==> src/rtl/dderby_loader_pkg.sv <==
// Shared types and defaults for the ROM download bridge.
package dderby_loader_pkg;

  // Default sprite region bounds (byte addresses)
  localparam logic [24:0] SpBaseDefault = 25'h14000;
  localparam logic [24:0] SpEndDefault  = 25'h24000;

  typedef struct packed {
    logic [24:0] addr;
    logic [7:0]  data;
  } loader_entry_t;

  typedef enum logic [1:0] {
    StIdle,
    StIssue,
    StWait
  } loader_state_e;

  typedef enum logic [1:0] {
    PortP1,
    PortP2,
    PortDrop
  } loader_port_e;

endpackage

==> src/rtl/loader_fifo.sv <==
// Small synchronous FIFO of download entries. A read in the same cycle as a
// write on a full FIFO frees the slot first, so the write is accepted.
module loader_fifo
  import dderby_loader_pkg::*;
#(
  parameter int unsigned Depth = 4
) (
  input  logic          clk_sys,
  input  logic          reset_n,
  input  logic          wr_en,
  input  loader_entry_t wr_data,
  input  logic          rd_en,
  output loader_entry_t rd_data,
  output logic          full,
  output logic          empty,
  output logic          wr_accept
);

  localparam int unsigned Aw = (Depth > 1) ? $clog2(Depth) : 1;

  loader_entry_t mem_q [Depth];
  logic [Aw-1:0] wptr_q, rptr_q;
  logic [Aw:0]   count_q;
  logic          do_rd, do_wr;

  assign empty     = (count_q == '0);
  assign full      = (count_q == (Aw + 1)'(Depth));
  assign do_rd     = rd_en & ~empty;
  assign do_wr     = wr_en & (~full | do_rd);
  assign wr_accept = do_wr;
  assign rd_data   = mem_q[rptr_q];

  // Pointer and occupancy bookkeeping; Depth is a power of two so pointers wrap
  always_ff @(posedge clk_sys or negedge reset_n) begin
    if (!reset_n) begin
      wptr_q  <= '0;
      rptr_q  <= '0;
      count_q <= '0;
    end else begin
      if (do_wr) wptr_q <= wptr_q + 1'b1;
      if (do_rd) rptr_q <= rptr_q + 1'b1;
      case ({do_wr, do_rd})
        2'b10:   count_q <= count_q + 1'b1;
        2'b01:   count_q <= count_q - 1'b1;
        default: count_q <= count_q;
      endcase
    end
  end

  // Storage array, no reset needed
  always_ff @(posedge clk_sys) begin
    if (do_wr) mem_q[wptr_q] <= wr_data;
  end

endmodule

==> src/rtl/dderby_rom_loader.sv <==
// ROM download bridge: buffers data_io bytes and routes them to SDRAM write
// port 1 (CPU/sound) or port 2 (sprites), and sequences the core reset.
// Optional feature: define DDERBY_LOADER_CHECKSUM_EN to add a 16-bit byte sum.
module dderby_rom_loader
  import dderby_loader_pkg::*;
#(
  parameter logic [24:0] SP_BASE    = SpBaseDefault,
  parameter logic [24:0] SP_END     = SpEndDefault,
  parameter int unsigned FIFO_DEPTH = 4,
  parameter logic [15:0] RESET_HOLD = 16'hffff
) (
  input  logic        clk_sys,
  input  logic        reset_n,
  input  logic        ioctl_downl,
  input  logic        ioctl_wr,
  input  logic [24:0] ioctl_addr,
  input  logic [7:0]  ioctl_dout,
  input  logic        force_reset,
  output logic        port1_req,
  input  logic        port1_ack,
  output logic [22:0] port1_a,
  output logic [1:0]  port1_ds,
  output logic        port1_we,
  output logic [15:0] port1_d,
  output logic        port2_req,
  input  logic        port2_ack,
  output logic [15:0] port2_a,
  output logic [1:0]  port2_ds,
  output logic        port2_we,
  output logic [15:0] port2_d,
  output logic        rom_loaded,
  output logic        core_reset,
  output logic        overflow,
  output logic        busy
`ifdef DDERBY_LOADER_CHECKSUM_EN
  ,
  output logic [15:0] checksum
`endif
);

  logic          wr_q, downl_q, push_q, we_q, done_pend_q;
  logic          push, downl_rise, downl_fall;
  loader_entry_t entry_q, head;
  logic          fifo_full, fifo_empty, fifo_wr_accept;
  loader_state_e state_q, state_d;
  loader_port_e  target_q, head_port;
  logic          pop, load_p1, load_p2, toggle_p1, toggle_p2, req_match;
  logic [24:0]   sp_off;
  logic [15:0]   reset_count_q;
  logic          unused_sp_off;

  assign push       = ioctl_downl & ioctl_wr & ~wr_q;
  assign downl_rise = ioctl_downl & ~downl_q;
  assign downl_fall = ~ioctl_downl & downl_q;

  // Input edge detection and capture of the byte on the rising strobe
  always_ff @(posedge clk_sys or negedge reset_n) begin
    if (!reset_n) begin
      wr_q    <= 1'b0;
      downl_q <= 1'b0;
      push_q  <= 1'b0;
      entry_q <= '0;
    end else begin
      wr_q    <= ioctl_wr;
      downl_q <= ioctl_downl;
      push_q  <= push;
      if (push) entry_q <= '{addr: ioctl_addr, data: ioctl_dout};
    end
  end

  loader_fifo #(
    .Depth (FIFO_DEPTH)
  ) u_fifo (
    .clk_sys   (clk_sys),
    .reset_n   (reset_n),
    .wr_en     (push_q),
    .wr_data   (entry_q),
    .rd_en     (pop),
    .rd_data   (head),
    .full      (fifo_full),
    .empty     (fifo_empty),
    .wr_accept (fifo_wr_accept)
  );

  assign sp_off        = head.addr - SP_BASE;
  assign unused_sp_off = ^sp_off[24:17];

  // Route the head entry by address region
  always_comb begin
    head_port = PortDrop;
    if (head.addr < SP_BASE)     head_port = PortP1;
    else if (head.addr < SP_END) head_port = PortP2;
  end

  assign req_match = (target_q == PortP2) ? (port2_ack == port2_req)
                                          : (port1_ack == port1_req);

  // Dispatcher state register
  always_ff @(posedge clk_sys or negedge reset_n) begin
    if (!reset_n) state_q <= StIdle;
    else          state_q <= state_d;
  end

  // Dispatcher next state; discarded entries never leave idle
  always_comb begin
    state_d = state_q;
    unique case (state_q)
      StIdle:  if (!fifo_empty && head_port != PortDrop) state_d = StIssue;
      StIssue: state_d = StWait;
      StWait:  if (req_match) state_d = StIdle;
      default: state_d = StIdle;
    endcase
  end

  // Dispatcher strobes
  always_comb begin
    pop       = 1'b0;
    toggle_p1 = 1'b0;
    toggle_p2 = 1'b0;
    unique case (state_q)
      StIdle:  pop = ~fifo_empty;
      StIssue: begin
        toggle_p1 = (target_q == PortP1);
        toggle_p2 = (target_q == PortP2);
      end
      default: ;
    endcase
    load_p1 = pop & (head_port == PortP1);
    load_p2 = pop & (head_port == PortP2);
  end

  // Port request, address and data registers
  always_ff @(posedge clk_sys or negedge reset_n) begin
    if (!reset_n) begin
      target_q  <= PortP1;
      port1_req <= 1'b0;
      port1_a   <= '0;
      port1_ds  <= '0;
      port1_d   <= '0;
      port2_req <= 1'b0;
      port2_a   <= '0;
      port2_ds  <= '0;
      port2_d   <= '0;
    end else begin
      if (load_p1) begin
        target_q <= PortP1;
        port1_a  <= head.addr[23:1];
        port1_ds <= {head.addr[0], ~head.addr[0]};
        port1_d  <= {head.data, head.data};
      end
      if (load_p2) begin
        target_q <= PortP2;
        port2_a  <= {sp_off[14:0], sp_off[16]};
        port2_ds <= {sp_off[15], ~sp_off[15]};
        port2_d  <= {head.data, head.data};
      end
      if (toggle_p1) port1_req <= ~port1_req;
      if (toggle_p2) port2_req <= ~port2_req;
    end
  end

  // A byte in the capture stage counts as outstanding so the end of a
  // download cannot look drained before its last byte reaches the FIFO.
  assign busy     = ~fifo_empty | (state_q != StIdle) | push_q;
  assign port1_we = we_q;
  assign port2_we = we_q;

  // Download status: write enable, overflow, loaded flag
  always_ff @(posedge clk_sys or negedge reset_n) begin
    if (!reset_n) begin
      we_q        <= 1'b0;
      overflow    <= 1'b0;
      done_pend_q <= 1'b0;
      rom_loaded  <= 1'b0;
    end else begin
      we_q <= ioctl_downl | busy;
      if (downl_rise)                       overflow <= 1'b0;
      else if (push_q && !fifo_wr_accept)   overflow <= 1'b1;
      if (downl_rise)      done_pend_q <= 1'b0;
      else if (downl_fall) done_pend_q <= 1'b1;
      if (downl_rise)                                   rom_loaded <= 1'b0;
      else if (done_pend_q && !ioctl_downl && !busy)    rom_loaded <= 1'b1;
    end
  end

  // Core reset: held while loading or forced, plus one late second pulse
  always_ff @(posedge clk_sys or negedge reset_n) begin
    if (!reset_n) begin
      reset_count_q <= RESET_HOLD;
      core_reset    <= 1'b1;
    end else begin
      if (force_reset || !rom_loaded) reset_count_q <= RESET_HOLD;
      else if (reset_count_q != '0)   reset_count_q <= reset_count_q - 1'b1;
      core_reset <= force_reset | ~rom_loaded | (reset_count_q == 16'd1);
    end
  end

`ifdef DDERBY_LOADER_CHECKSUM_EN
  logic [15:0] checksum_q;

  // Running sum of accepted bytes, restarted with each download
  always_ff @(posedge clk_sys or negedge reset_n) begin
    if (!reset_n)            checksum_q <= '0;
    else if (downl_rise)     checksum_q <= '0;
    else if (fifo_wr_accept) checksum_q <= checksum_q + {8'h00, entry_q.data};
  end

  assign checksum = checksum_q;
`endif

endmodule

==> config.mk <==
export PLATFORM = sky130hd
export DESIGN_NAME = dderby_rom_loader
export DESIGN_NICKNAME = d
export VERILOG_FILES = /design/src/rtl/dderby_loader_pkg.sv /design/src/rtl/loader_fifo.sv /design/src/rtl/dderby_rom_loader.sv
export SDC_FILE = /design/constraint.sdc
export NUM_CORES = 1
export LEC_CHECK = 0
export ABC_AREA = 1
export CORE_ASPECT_RATIO = 1.75
export CORE_MARGIN = 2
export CORE_UTILIZATION = 40
export DETAILED_ROUTE_END_ITERATION = 8
export GPL_ROUTABILITY_DRIVEN = 0
export PLACE_DENSITY_LB_ADDON = 0.05
export RECOVER_POWER = 25
export SYNTH_ARGS = -nofsm -noshare
export SYNTH_HDL_FRONTEND = slang
export SYNTH_SLANG_ARGS = --single-unit
==> constraint.sdc <==
create_clock -name clk_sys -period 5.8 [get_ports clk_sys]
set_input_delay 1.16 -clock clk_sys [delete_from_list [all_inputs] [get_ports clk_sys]]
set_output_delay 1.16 -clock clk_sys [all_outputs]
set_load 0.02 [all_outputs]
# Yosys cells after proc, flatten, opt, wreduce, memory -nomap -nowiden
# Memories as Yosys holds them, arrays and structs flattened.
# Cells that the tools add are included.
# word_totals
reg_bits,145
ramBits,132
output_inout_bits,83
n_memories,1
# op_classes
n_addsub,6
order_cmp,2
n_eq_ne,13
mux,22
n_bitwise,24
reduce_logical,23
# memory_table
name,depth,word_bits,rd,rd_ports_with_merged_regs,write_ports,line_no,source
u_fifo.mem_q,4,33,1,0,1,loader_fifo.sv:21,loader_entry_t mem_q [Depth];
# ops
op,count
$mux 16,2
$lt 25x17->1 const B,1
$lt 25x18->1 const B,1
$sub 17x17->17 const B,1
$eq 16x1->1 const B,1
$reduce_bool 16->1,1
$sub 16x1->16 const B,1
$reduce_bool 2->1,7
$mux 1,12
$mux 2,6
$not 1->1,10
$and 1x1->1,8
$eq 2x1->1 const B,4
$logic_not 2->1,3
$ne 2x2->1 const B,3
$or 1x1->1,6
$pmux 2 s3,1
$pmux 3 s2,1
$logic_not 1->1,5
$add 2x1->2 const B,2
$eq 2x2->1 const B,2
$logic_and 1x1->1,4
$add 3x1->3 const B,1
$eq 3x3->1 const B,1
other kinds (5),6

# Longest topological paths before layout
# Gate-level depths: netlist (run 1).
# logic_depth
ltp_word,10
mapped_depth,14

# Hierarchy
# Synthesis (run 1) repeated with hierarchy kept, for this count alone.
# hier_totals
hier_cells,960
area_unflattened_um2,10586.4
# modules_own_cells
module,instances,cells_per_inst,area_per_inst_um2
loader_fifo,1,377,5335.1
dderby_rom_loader,1,583,5251.3

# Worst setup path after synthesis (run 1)
# No wires, ideal clock.
# synth_timing
path_type,reg-to-reg
startpoint,reg state_q[0]
endpoint,"mem u_fifo.mem_q[0][0] in the netlist's numbering, enable pin"
setup_ps,423
t_arrival_ps,2316
setup_slack_ps,3061
stages_incl_launch_ff,6
period_less_slack_ps,2739
path_cell_list,dfrtp_1 -> nor2_1 -> nand2_1 -> nand3_1 -> nand2_1 -> nor2_1
# synth_via
elab_chain_len,7
# synth_lines
element,line_no,source
"start, declared",dderby_rom_loader.sv:45,"loader_state_e state_q, state_d;"
"start signal, assigned",dderby_rom_loader.sv:100,if (!reset_n) state_q <= StIdle;
"start signal, assigned",dderby_rom_loader.sv:101,else state_q <= state_d;
$logic_not 2->1,dderby_rom_loader.sv:120,unique case (state_q)
$mux 1,dderby_rom_loader.sv:120,
$and 1x1->1,loader_fifo.sv:28,assign do_rd = rd_en & ~empty;
$or 1x1->1,loader_fifo.sv:29,assign do_wr = wr_en & (~full | do_rd);
$and 1x1->1,loader_fifo.sv:29,
$mux 1,loader_fifo.sv:52,if (do_wr) mem_q[wptr_q] <= wr_data;
$mux 1 (implied by the code),loader_fifo.sv:52,
"end, declared",loader_fifo.sv:21,
# No other way between the ends.

# Final worst setup path (run 1)
# layout_timing
startpoint,reg u_fifo.rptr_q[0]
endpoint,reg port2_a[11]
# layout_via
elab_chain_len,6
# layout_lines
element,line_no,source
"start, declared",loader_fifo.sv:22,"logic [Aw-1:0] wptr_q, rptr_q;"
"start signal, assigned",loader_fifo.sv:41,if (do_rd) rptr_q <= rptr_q + 1'b1;
$mem_v2 4x33 *,-,
$lt 25x18->1,dderby_rom_loader.sv:92,else if (head.addr < SP_END) head_port = PortP2;
$mux 2,dderby_rom_loader.sv:92,
$mux 2,dderby_rom_loader.sv:91,if (head.addr < SP_BASE) head_port = PortP1;
$eq 2x1->1,dderby_rom_loader.sv:129,load_p2 = pop & (head_port == PortP2);
$and 1x1->1,dderby_rom_loader.sv:129,
"end signal, assigned",dderby_rom_loader.sv:153,"port2_a <= {sp_off[14:0], sp_off[16]};"
"end, declared",dderby_rom_loader.sv:27,"output logic [15:0] port2_a,"
# Every way passes the cells marked *; elsewhere a longest branch is shown, timed or not.
# A chain may end at the register's enable or synchronous reset.

==> results.txt, run 1 <==
- In this run the post-CTS setup repair buffer count came out at 0.
- Total number of vias: 7059
- Dividing the synthesized area by the synthesized cell count gives 10.5 µm².
* Most common cell in the netlist: nand2_1
- Number of gates given a new drive strength after cts: 0
- I/O pin cnt: 123
- Synthesis inferred 260 register bits.
- Cell taking the most area after synthesis: edfxtp_1
* Required @ worst endpoint: 6.20 ns
* Final sum of negative setup slack: 0 ns
- Yosys Warn Count: 0
* Via count of the first global-routing pass: 6924
* CTS tree: yes
- VDD IR max: 0.206 mV
- Core area: 26000 µm²
- The floorplan step defined a die boundary enclosing 27800 µm².
- Relative to the synthesized area, the layout overhead comes to 21.7%.
- GRT Overall Usage: 17.6%
* Count of antenna-violating nets left after detailed routing: 0
- In this run the vertical extent of the chip is 219 µm.
- Critical Setup Path Class: register to register
- OpenSTA, run right after detailed placement, puts the worst setup slack at 2.20 ns.
- For this block, the initial DRC count from the detailed router was 315.
- Total global routing overflow: 0
* Hold Crit Class: register to register
* Buffer cell driving the clock tree root: clkbuf_16
- Counting every sink on the clock net gives 260.
* Maximum fanout along the worst path: 46
- Synthesis produced 1005 cells.
- Die width: 127 µm
* Antenna violations before repair: 0
- Static timing analysis puts the maximum clock frequency at 316 MHz.
* Number of cells in the finished layout apart from fillers: 1446
- In the final layout, the share of cells above drive strength 1 is 7.90%.
- For the worst-skew pair, the clock arrives at the later sink with an insertion delay of 0.53 ns.
- Counting flops with an async set or reset pin after synthesis yields a share of 49.2%.
- CTS built an H-tree with a depth of 1.
* Post-Syn Nets: 1055
* Post-synth top area share: 37.5%
- The analysis attributes to cell leakage a power of 5.45 nW.
* Total half-perimeter wirelength after legalization and detailed placement: 15000 µm
- At the pin with the least slew margin, the transition time is 0.935 ns.
- Cell count after placement: 1402
- First-pass GRT wire length: 38000 µm
* Number of rows created at floorplan: 78
- Shortest period the worst path allows: 3.16 ns
- Effective utilization at floorplan: 40.8%
- In the final routed layout, each cell accounts on average for 16.4 µm.
* Max-slew violation count: 0
- Ant diodes: 0
* Final hold violation count: 0
* Setup Skew: 0.0179 ns
- In the routed layout, each cell is associated on average with a via count of 4.88.
* Cell types occupying the most area after synthesis: edfxtp_1, dfrtp_1, nand2_1
- In this run, synthesis inferred 132 flip-flops with an integrated enable.
* Period utilization: 54.5%
* Clock input transition at the sequential cells of the worst setup and hold paths: 0.07 ns
* Count of endpoints failing setup in the final report: 0
- Post-synthesis sequential area ratio: 67.9%
* Most instantiated cells after synthesis: nand2_1, edfxtp_1, dfrtp_1, nor2_1, nand3_1
- Signal arrival time at the worst endpoint: 3.56 ns
- Power per standard cell area: 441 nW/µm²
* Final Routed Wirelength: 23700 µm
- The worst setup path is captured at a register.
* Number of distinct library cells after synthesis: 35
* Primary flip-flop cell chosen by synthesis mapping: edfxtp_1
* Startpoint kind of the worst setup timing path: register
- Across the run, the number of max-cap violations was 0.
- Status: finished clean
- In this run the tightest slew margin relative to its limit is 37.5%.
- Nets: 1158
* Maximum number of pins on one net before global-route repair: 87
* CTS hold repair buffers: 0
- Pre-antenna DRT Iters: 4
- Synthesized area: 10600 µm²
* Clock buffers created by TritonCTS: 24
- The clock passes through at most 3 buffers.
- WHS: 0.474 ns
* Unrepaired setup endpoints after global routing: false
* Setup slack of the critical path after layout: 2.64 ns
- In the routed design, unresolved DRC markers number 0.
- IO Port Bufs: 122
critical path: stages (launching register included):
cell	delay (ns)
dfrtp_2	0.41
inv_2	0.30
buf_4	0.50
nand2_1	0.09
nand3_1	0.11
nand2_2	0.10
nand2_1	0.12
nand2_2	0.10
a21oi_4	0.67
nand2_4	0.38
nand2_1	0.15
nand2_1	0.05
placed cells by master, fill, tap and decap left out, drive strengths merged, types with 11 or more instances in the layout:
master           n
clkdlybuf4s50  119
nand3           65
edfxtp         132
clkbuf          29
nand2          330
o22ai           22
a21oi           11
o21ai           61
inv             60
buf             12
nor2            93
dfstp           17
dfrtp          111
worst paths after layout:
path,from,endpoint,slack [ns],cells after the start
worst min register to register,port2_a[6],port2_a[6],0.47,2
worst max register to register,u_fifo.rptr_q[0],port2_a[11],2.64,11
min in group asynchronous,reset_n,port1_a[0],0.68,1
worst min-delay path,port2_a[6],port2_a[6],0.47,2
max in group asynchronous,reset_n,port1_a[8],4.03,2
worst max-delay path,u_fifo.rptr_q[0],port2_a[11],2.64,11
per-layer routing:
layer | GRT usage, % | routed length [µm] | up-vias
met1 | 20.6 | 9430 | 3377
li1 | - | - | 3506
met2 | 33.3 | 12800 | 150
met3 | 2.54 | 1010 | 26
met5 | 0 | 0 | -
met4 | 4.91 | 412 | 0
registers in the layout (all words and copies together) (netlist names), 2 cells and up:
register        count
port1_d             8
u_fifo.count_q      3
port2_a            16
entry_q            33
u_fifo.wptr_q       2
state_q             2
port2_ds            2
port1_a            23
u_fifo.rptr_q       2
port2_d             8
port1_ds            2
u_fifo.mem_q      132
reset_count_q      16
final cells by class:
class                   instances  area (µm²)
clock buffers                  29         651
clock inverters                15         215
fillers                      2435       13100
inverters                      61         229
multi-input cells             628        2880
flip-flops and latches        260        7190
well taps                     320         400
repair buffers                133        1310
report_power, final:
part / internal, mW / switching [mW] / total (mW)
sequential: 2.20 / 0.147 / 2.35
combinational: 0.557 / 1.06 / 1.62
clock: 1.03 / 0.681 / 1.71
total: 3.79 / 1.89 / 5.68
per-stage QoR:
stage                     instance area [µm²]  util, %  total power [mW]
after floorplan                         10600        -              3.43
final                                   12900     49.6              5.68
after CTS                               12900     49.6              5.77
after global placement                  12000     46.3              4.03
after detailed placement                12000     46.3              4.05
after global routing                    12900     49.6              6.03
kinds of logic after synthesis:
| kind of cell | after synthesis | share of synthesized area, % |
|---|---|---|
| simple gates | 507 | 19.5 |
| flops | 260 | 67.9 |
| buf+inv | 117 | 5.18 |
| compound gates | 101 | 5.31 |
| xor+xnor | 10 | 0.828 |
| fa+ha+maj | 10 | 1.25 |
Power figures use the tool's default switching activity.
==> run 2, diff against run 1 <==
==> constraint.sdc (replaced) <==
create_clock -name clk_sys -period 2.6 [get_ports clk_sys]
set_input_delay 0.52 -clock clk_sys [delete_from_list [all_inputs] [get_ports clk_sys]]
set_output_delay 0.52 -clock clk_sys [all_outputs]
set_load 0.02 [all_outputs]
==> run 2 against run 1 <==
- combinational power rose by 130%
- highest routed layer unchanged
- wire length fell by 0.72%
- die area did not move
- power rose by 120%
- via count rose by 1.0%
- cell area rose by 0.65%
- setup slack got worse by 2.2 ns
- maximum frequency rose by 47%
- clock power rose by 99%
- non-clock buffer count rose by 17
- sequential power rose by 120%
==> results.txt, run 2 (synthesized netlist as in run 1, its figures left out) <==
* Status: finished clean
- The total area of sequential cells was 7190 µm² (unchanged).
- The clock-pin transition on the worst setup and hold timing paths was 0.07 ns (about the same).
* Maximum number of pins on one net before global-route repair: 53 (-39%)
- Critical path endpoint category: register
- Buffer cell driving the clock tree root: clkbuf_16
- Power consumption: 12.3 mW (+120%)
- The fraction of power spent switching nets came to 34.0% (+0.63 points).
- Max-slew violation count: 0 (unchanged)
- The startpoint identified for the worst hold timing path is port2_a[7].
- Antenna violations before repair: 0 (unchanged)
- VDD IR max: 0.490 mV (+140%)
- The I/O pin count is 123 (unchanged).
- Part of the power in registers: 42.7% (+1.3 points)
* Setup slack of the critical path after layout: 0.449 ns (-2.19 ns)
- Net switching power: 4.19 mW (+120%)
* Worst relative slew slack: 5.86% (-32 points)
- The number of sinks on the clock net was 260 (unchanged).
* Total global routing overflow: 0 (unchanged)
- The post-CTS repair timing setup buffer count was 0 (unchanged).
* First-pass GRT wire length: 38200 µm (+0.42%)
- Combined area of the multi-input logic cells: 2880 µm² (unchanged)
* Effective utilization at floorplan: 40.8% (unchanged)
- The combinational group share of total power came to 29.7% (+1.2 points).
- Total number of vias: 7132 (+1.0%)
* Count of endpoints failing setup in the final report: 0 (unchanged)
- Worst flop-to-flop path endpoint: port2_ds[0]
- The final net count came to 1175 (+1.5%).
* Leading cell types in the layout, fill and taps excluded: nand2_1, edfxtp_1, clkdlybuf4s50_1, dfrtp_1, nor2_1
- Cell-internal power: 8.14 mW (+110%)
- Violation count after the first detailed-routing iteration: 312 (-0.95%)
- Commonest non-fill, non-tap cell in the layout: nand2_1
- The worst hold path depth came to 2 (unchanged).
- Clock buffers created by TritonCTS: 24 (unchanged)
- Clock Tree Buf Depth: 3 (unchanged)
- The number of hold violations in the final report came to 0 (unchanged).
- The number of diodes added for antenna fixing was 0 (unchanged).
- Post-detailed-placement cell area: 12200 µm² (+1.5%)
- Final design utilization: 49.9% (+0.32 points)
- The iteration count of the initial detailed-routing pass is 4 (unchanged).
* Standard cell with the maximum stage delay on the critical path: dfrtp_2
- The time the final worst path needs with I/O delays and setup is 2.15 ns (-1.01 ns).
* Crit path top cell by count: nand2_1
- Die height: 219 µm (unchanged)
- Area of the die: 27800 µm² (unchanged)
- The maximum operating frequency came to 465 MHz (+47%).
- The leakage power came to 5.50 nW (+0.89%).
- The number of global-route vias before repair was 7228 (+4.4%).
- The clock insertion delay at the later pin of the skew report came to 0.53 ns (about the same).
- Hold Crit Class: register to register
- The fraction of power consumed by the clock network came to 27.6% (-2.5 points).
* Signed area change from the synthesized netlist to the final layout: 22.4%
- Unrepaired setup endpoints after global routing: false
* Setup Skew: 0.0129 ns (-0.00505 ns)
* Required @ worst endpoint: 3.06 ns (-3.14 ns)
- The arrival time of the worst setup path is 2.61 ns (-0.95 ns).
- GRT Overall Usage: 17.4% (-0.16 points)
* Die width: 127 µm (unchanged)
* Post-Place Setup Slack: 0.434 ns (-1.76 ns)
* Hold Path End: port2_a[7]
- The wire length per cell after detailed routing came to 16.1 µm (-1.9%).
* Critical Setup Path Class: register to register
* Maximum fanout along the worst path: 35 (-24%)
- The finished layout cell area is 13000 µm² (+0.65%).
* Register with the most flip-flops: u_fifo.mem_q
- The core area was 26000 µm² (unchanged).
- The part of the cycle the worst path needs is 82.7% (+28 points).
* IO Port Bufs: 122 (unchanged)
- The final-layout fill cell count was 2422 (-0.53%).
- The critical path's largest stage delay is 0.41 ns (-0.26 ns).
* Number of rows created at floorplan: 78 (unchanged)
- Register-to-register path setup slack: 0.45 ns (-2.19 ns)
- The total detailed-routing wirelength is 23500 µm (-0.72%).
- Family with the most delay on the worst path: simple AND/OR/NAND/NOR gates
- The largest registers in the layout are u_fifo.mem_q x132, entry_q x33, port1_a x23.
* Count of antenna-violating nets left after detailed routing: 0 (unchanged)
- Power per standard cell area: 952 nW/µm² (+120%)
* DR DRC count: 0 (unchanged)
* R2r worst-path depth: 11 (unchanged)
* Launch point of the worst reg-to-reg path: u_fifo.rptr_q[0]
- The post-DP HPWL was 15800 µm (+5.0%).
* Startpoint kind of the worst setup timing path: register
- The via-per-instance ratio is 4.87 (-0.14%).
- The H-tree level count was 1 (unchanged).
- The critical path goes through buf_4 -> nand2_1 -> nand3_1 -> nand2_1 -> nand2_1 -> nor2_1 -> nand2_2 -> nor2_8 -> buf_4 -> nand4_1 -> nand2_1.
- The transition at the pin with the smallest max-transition slack came to 1.41 ns (+0.477 ns).
- The count of buffer and inverter cells on the critical path came to 2 (unchanged).
* Layout cells sized above 1: 8.84% (+0.93 points)
* Largest register FFs: 132 (unchanged)
- The total of max-cap violations is 0 (unchanged).
- TritonCTS built the clock tree.
[run 2: cell types whose count changed in the layout (fill, tap and decap cells not counted), moves of 2 or more]
cell,delta
bufinv_16,-4
clkbuf_1,-2
buf_4,+11
clkinv_1,+6
buf_12,+5
[run 2: area by class of cell]
type | instances | area share, %
Clock buffer | 28 | 5.07
Clock inverter | 16 | 0.802
Inverter | 61 | 1.77
Multi-Input combinational cell | 628 | 22.3
Sequential cell | 260 | 55.5
Tap cell | 320 | 3.09
Timing Repair Buffer | 150 | 11.5
[run 2: worst max-delay path by stage]
| stage | startpoint | to | slack (ns) | cells past startpoint |
|---|---|---|---|---|
| after detailed placement | u_fifo.rptr_q[0] | port2_ds[0] | 0.43 | 11 |
| final | u_fifo.rptr_q[0] | port2_ds[0] | 0.45 | 11 |
| after CTS | u_fifo.count_q[0] | busy | 0.09 | 5 |
| after floorplan | state_q[0] | u_fifo.mem_q[0][0] | -0.14 | 5 |
| after global placement | u_fifo.rptr_q[0] | port2_ds[0] | 0.45 | 11 |
| after global routing | u_fifo.rptr_q[0] | port2_ds[0] | 0.25 | 11 |
[run 2: metrics by stage]
stage / hold slack (ns) / setup TNS (ns) / instances
3_5_place_dp: 0.459 / 0 / 1418
3_3_place_gp: 0.460 / 0 / 1418
5_1_grt: 0.500 / 0 / 1463
4_1_cts: 0.443 / 0 / 1463
2_1_floorplan: 0.224 / -18.35 / 1005
6_report: 0.471 / 0 / 1463
[run 2: tightest hold or removal path, cell delays in order (launching register included)]
cell and delay, ns:
dfrtp_1 0.34, nand2_1 0.05, nand2_1 0.04
[run 2: what timing repair did]
| action | CTS | global route |
|---|---|---|
| hold endpoints to repair | 48 | 0 |
| gates resized for setup | 0 | 1 |
| hold buffers | 1 | 0 |
| setup endpoints to repair | 0 | 1 |
[run 2: power by group through the flow]
stage	registers (mW)	logic, mW	clock network (mW)
after floorplan	5.53	2.13	0
after global placement	5.35	3.71	0
after detailed placement	5.35	3.74	0
after CTS	5.27	3.75	3.50
after global routing	5.33	4.11	3.68
final	5.27	3.67	3.40
[run 2: metal layers]
metal | GRT usage [%] | wire length, µm | vias up
li1 | - | - | 3538
met1 | 20.5 | 9390 | 3422
met2 | 33.1 | 12800 | 141
met3 | 2.15 | 851 | 31
met4 | 4.95 | 463 | 0
met5 | 0 | 0 | -
==> run 3, diff against run 2 <==
==> constraint.sdc (replaced) <==
create_clock -name clk_sys -period 1.8 [get_ports clk_sys]
set_input_delay 0.36 -clock clk_sys [delete_from_list [all_inputs] [get_ports clk_sys]]
set_output_delay 0.36 -clock clk_sys [all_outputs]
set_load 0.02 [all_outputs]
==> run 3 against run 2 <==
- highest routed layer unchanged
- wire length up 2.5%
- sequential share of layout area down 2.0 points
- worst hold slack worse by 0.094 ns
- count of clock-buffer cells in the layout up 8
- the flow now finishes with violations (setup timing)
==> results.txt, run 3 (synthesized netlist as in run 1, its figures left out) <==
* Status: finished, violations left
- The final reports fail on setup timing.
* Number of rows created at floorplan: 78 (unchanged)
* Clock buffers created by TritonCTS: 25 (+4.2%)
* WHS: 0.377 ns (-0.0941 ns)
* Required @ worst endpoint: 2.21 ns (-0.85 ns)
- Total global routing overflow: 0 (unchanged)
* Max-slew violation count: 0 (unchanged)
* Maximum fanout along the worst path: 14 (-60%)
- Register with the most flip-flops: u_fifo.mem_q
* CTS tree: yes
* Hold Crit Class: input port to register
- The count of input and output buffers is 122 (unchanged).
- Total half-perimeter wirelength after legalization and detailed placement: 16700 µm (+5.7%)
- H-tree depth: 1 (unchanged)
- Ant diodes: 0 (unchanged)
- The library cells used most frequently in the layout, excluding fill and tap cells, are nand2_1, edfxtp_1, dfrtp_1, dlygate4sd2_1, nor2_1.
* Via/cell ratio: 4.88 (+0.17%)
- Cell-internal power: 11.9 mW (+46%)
- R2r worst-path depth: 11 (unchanged)
* Setup Skew: 0.0119 ns (-0.000982 ns)
* Critical Setup Path Class: register to register
- Signal arrival time at the worst endpoint: 2.35 ns (-0.26 ns)
- The setup slack of the critical path after layout is -0.137 ns (-0.586 ns).
- In this run the most critical hold path is launched from ioctl_addr[10].
* Violation count after the first detailed-routing iteration: 255 (-18%)
* Die height: 219 µm (unchanged)
- Final Routed Wirelength: 24100 µm (+2.5%)
- The total negative slack came to -3.21 ns (-3.21 ns).
* Period utilization: 108% (+25 points)
- The fraction of power spent switching nets was 34.4% (+0.50 points).
* Buffer cell driving the clock tree root: clkbuf_16
- The initial antenna violation count came to 0 (unchanged).
- Maximum number of pins on one net before global-route repair: 40 (-25%)
* Commonest non-fill, non-tap cell in the layout: nand2_1
- Clock Tree Buf Depth: 3 (unchanged)
- Pre-antenna DRT Iters: 6 (+2)
- The number of global-route vias before repair was 7464 (+3.3%).
* GRT Overall Usage: 17.8% (+0.38 points)
* Maximum frequency from static timing analysis: 516 MHz (+11%)
- The width of the die was 127 µm (unchanged).
- Effective utilization at floorplan: 40.8% (unchanged)
- The clock-pin transition on the worst setup and hold timing paths is 0.06 ns (about the same).
- Power per standard cell area: 1350 nW/µm² (+42%)
- STA classifies the critical path startpoint as a register.
* Worst Max-Slew Pin Slew: 0.937 ns (-0.475 ns)
- The combinational group share of total power came to 31.9% (+2.2 points).
- The wire length per cell after detailed routing was 16.0 µm (-0.26%).
- The flip-flop count of the largest register after layout came to 132 (unchanged).
* Worst relative slew slack: 37.5% (+32 points)
* Launch point of the worst reg-to-reg path: u_fifo.rptr_q[0]
- The number of hold violations in the final report came to 0 (unchanged).
- The die outline area is 27800 µm² (unchanged).
- The fraction of layout cells with a size suffix above 1 is 13.9% (+5.1 points).
* I/O pin cnt: 123 (unchanged)
* Worst setup path startpoint: u_fifo.rptr_q[0]
* Power consumption: 18.2 mW (+47%)
- DR DRC count: 0 (unchanged)
* Nets: 1216 (+3.5%)
- Register-to-register path setup slack: -0.14 ns (-0.59 ns)
- Number of clock sinks: 260 (unchanged)
* Unrepaired setup endpoints after global routing: true
- VDD IR max: 0.727 mV (+48%)
- Part of the power in registers: 42.0% (-0.7 points)
- In the final layout, the registers with the most flip-flops are u_fifo.mem_q x132, entry_q x33, port1_a x23.
- Count of antenna-violating nets left after detailed routing: 0 (unchanged)
- Reported max-cap violation count: 0 (unchanged)
- Count of endpoints failing setup in the final report: 59 (+59)
- STA classifies the critical path endpoint as a register.
* Total number of vias: 7344 (+3.0%)
* Leak: 6.11 nW (+11%)
- The time the final worst path needs with I/O delays and setup came to 1.94 ns (-0.214 ns).
- Critical Path End: target_q[0]
- The fraction of power consumed by the clock network is 26.1% (-1.5 points).
- The core area was 26000 µm² (unchanged).
- The clock insertion delay at the later pin of the skew report came to 0.52 ns (about the same).
* Worst flop-to-flop path endpoint: target_q[0]
* Net switching power: 6.26 mW (+50%)
- The first-pass GRT wire length was 38800 µm (+1.6%).
- Relative to the synthesized area, the layout overhead comes to 27.0%.
-- run 3: changes by cell type in the layout (fill, tap and decap cells not counted), sizes merged --
cell           previous run  this run
dlygate4sd2               0        82
clkinvlp                  2         0
clkinv                   13         9
clkbuf                   29        37
clkdlybuf4s50           118        36
buf                      27        68
dlymetal6s2s              1         0
bufinv                    1         0
-- run 3: repair_timing --
| item | in CTS | in global routing |
|---|---|---|
| buffers inserted | 2 | 2 |
| hold buffers | 1 | 0 |
| pin swaps | 5 | 5 |
| cloned | 2 | 0 |
| hold endpoints to repair | 30 | 0 |
| endpoints found under the setup margin | 144 | 68 |
| resized for setup | 111 | 22 |
-- run 3: metrics by stage --
step | util (%) | instances | area [µm²] | setup slack [ns]
floorplan | - | 1005 | 10600 | 0.00411
global placement | 48.5 | 1452 | 12600 | -0.191
detailed placement | 48.5 | 1452 | 12600 | -0.209
CTS | 51.5 | 1502 | 13400 | -0.198
global route | 51.8 | 1504 | 13400 | -0.282
finish | 51.8 | 1504 | 13400 | -0.137
-- run 3: worst min-delay path by stage --
stage | end | slack, ns | cells after the start
after floorplan | done_pend_q | 0.06 | 0
after global placement | port1_a[1] | 0.28 | 1
after detailed placement | port1_d[14] | 0.28 | 1
after CTS | port1_d[14] | 0.29 | 2
after global routing | entry_q[18] | 0.38 | 3
final | entry_q[18] | 0.38 | 3
-- run 3: routing by layer --
metal	vias to the layer above	global-route usage (%)	share of wire, %
met2	145	35.2	57
li1	3632	-	-
met3	33	2.17	3.4
met4	0	5.86	2.2
met1	3534	19.3	38
met5	-	0	0
-- run 3: cell type report --
cell class / instances / area (µm²)
fill: 2408 / 12500
sequential: 260 / 7190
multi-input combinational: 628 / 3010
timing repair buffer: 190 / 1870
clock buffer: 36 / 687
tap: 320 / 400
inverter: 61 / 236
clock inverter: 9 / 41.3
-- run 3: worst max-delay path: stages, from the launching register on --
cell and delay [ns]:
dfrtp_2 0.49, buf_12 0.18, nand2_1 0.07, nand3_1 0.08
nand2_1 0.10, nand2_1 0.06, nor2_2 0.14, nand4_1 0.16
inv_2 0.20, buf_4 0.15, o21ai_1 0.05, buf_4 0.13
-- run 3: power by group through the flow --
stage | clock (mW) | sequential, mW | combinational (mW)
detailed placement | 0 | 7.74 | 5.86
global placement | 0 | 7.73 | 5.82
CTS | 4.91 | 7.65 | 5.85
finish | 4.75 | 7.63 | 5.79
global route | 5.11 | 7.73 | 6.45
floorplan | 0 | 7.98 | 3.12
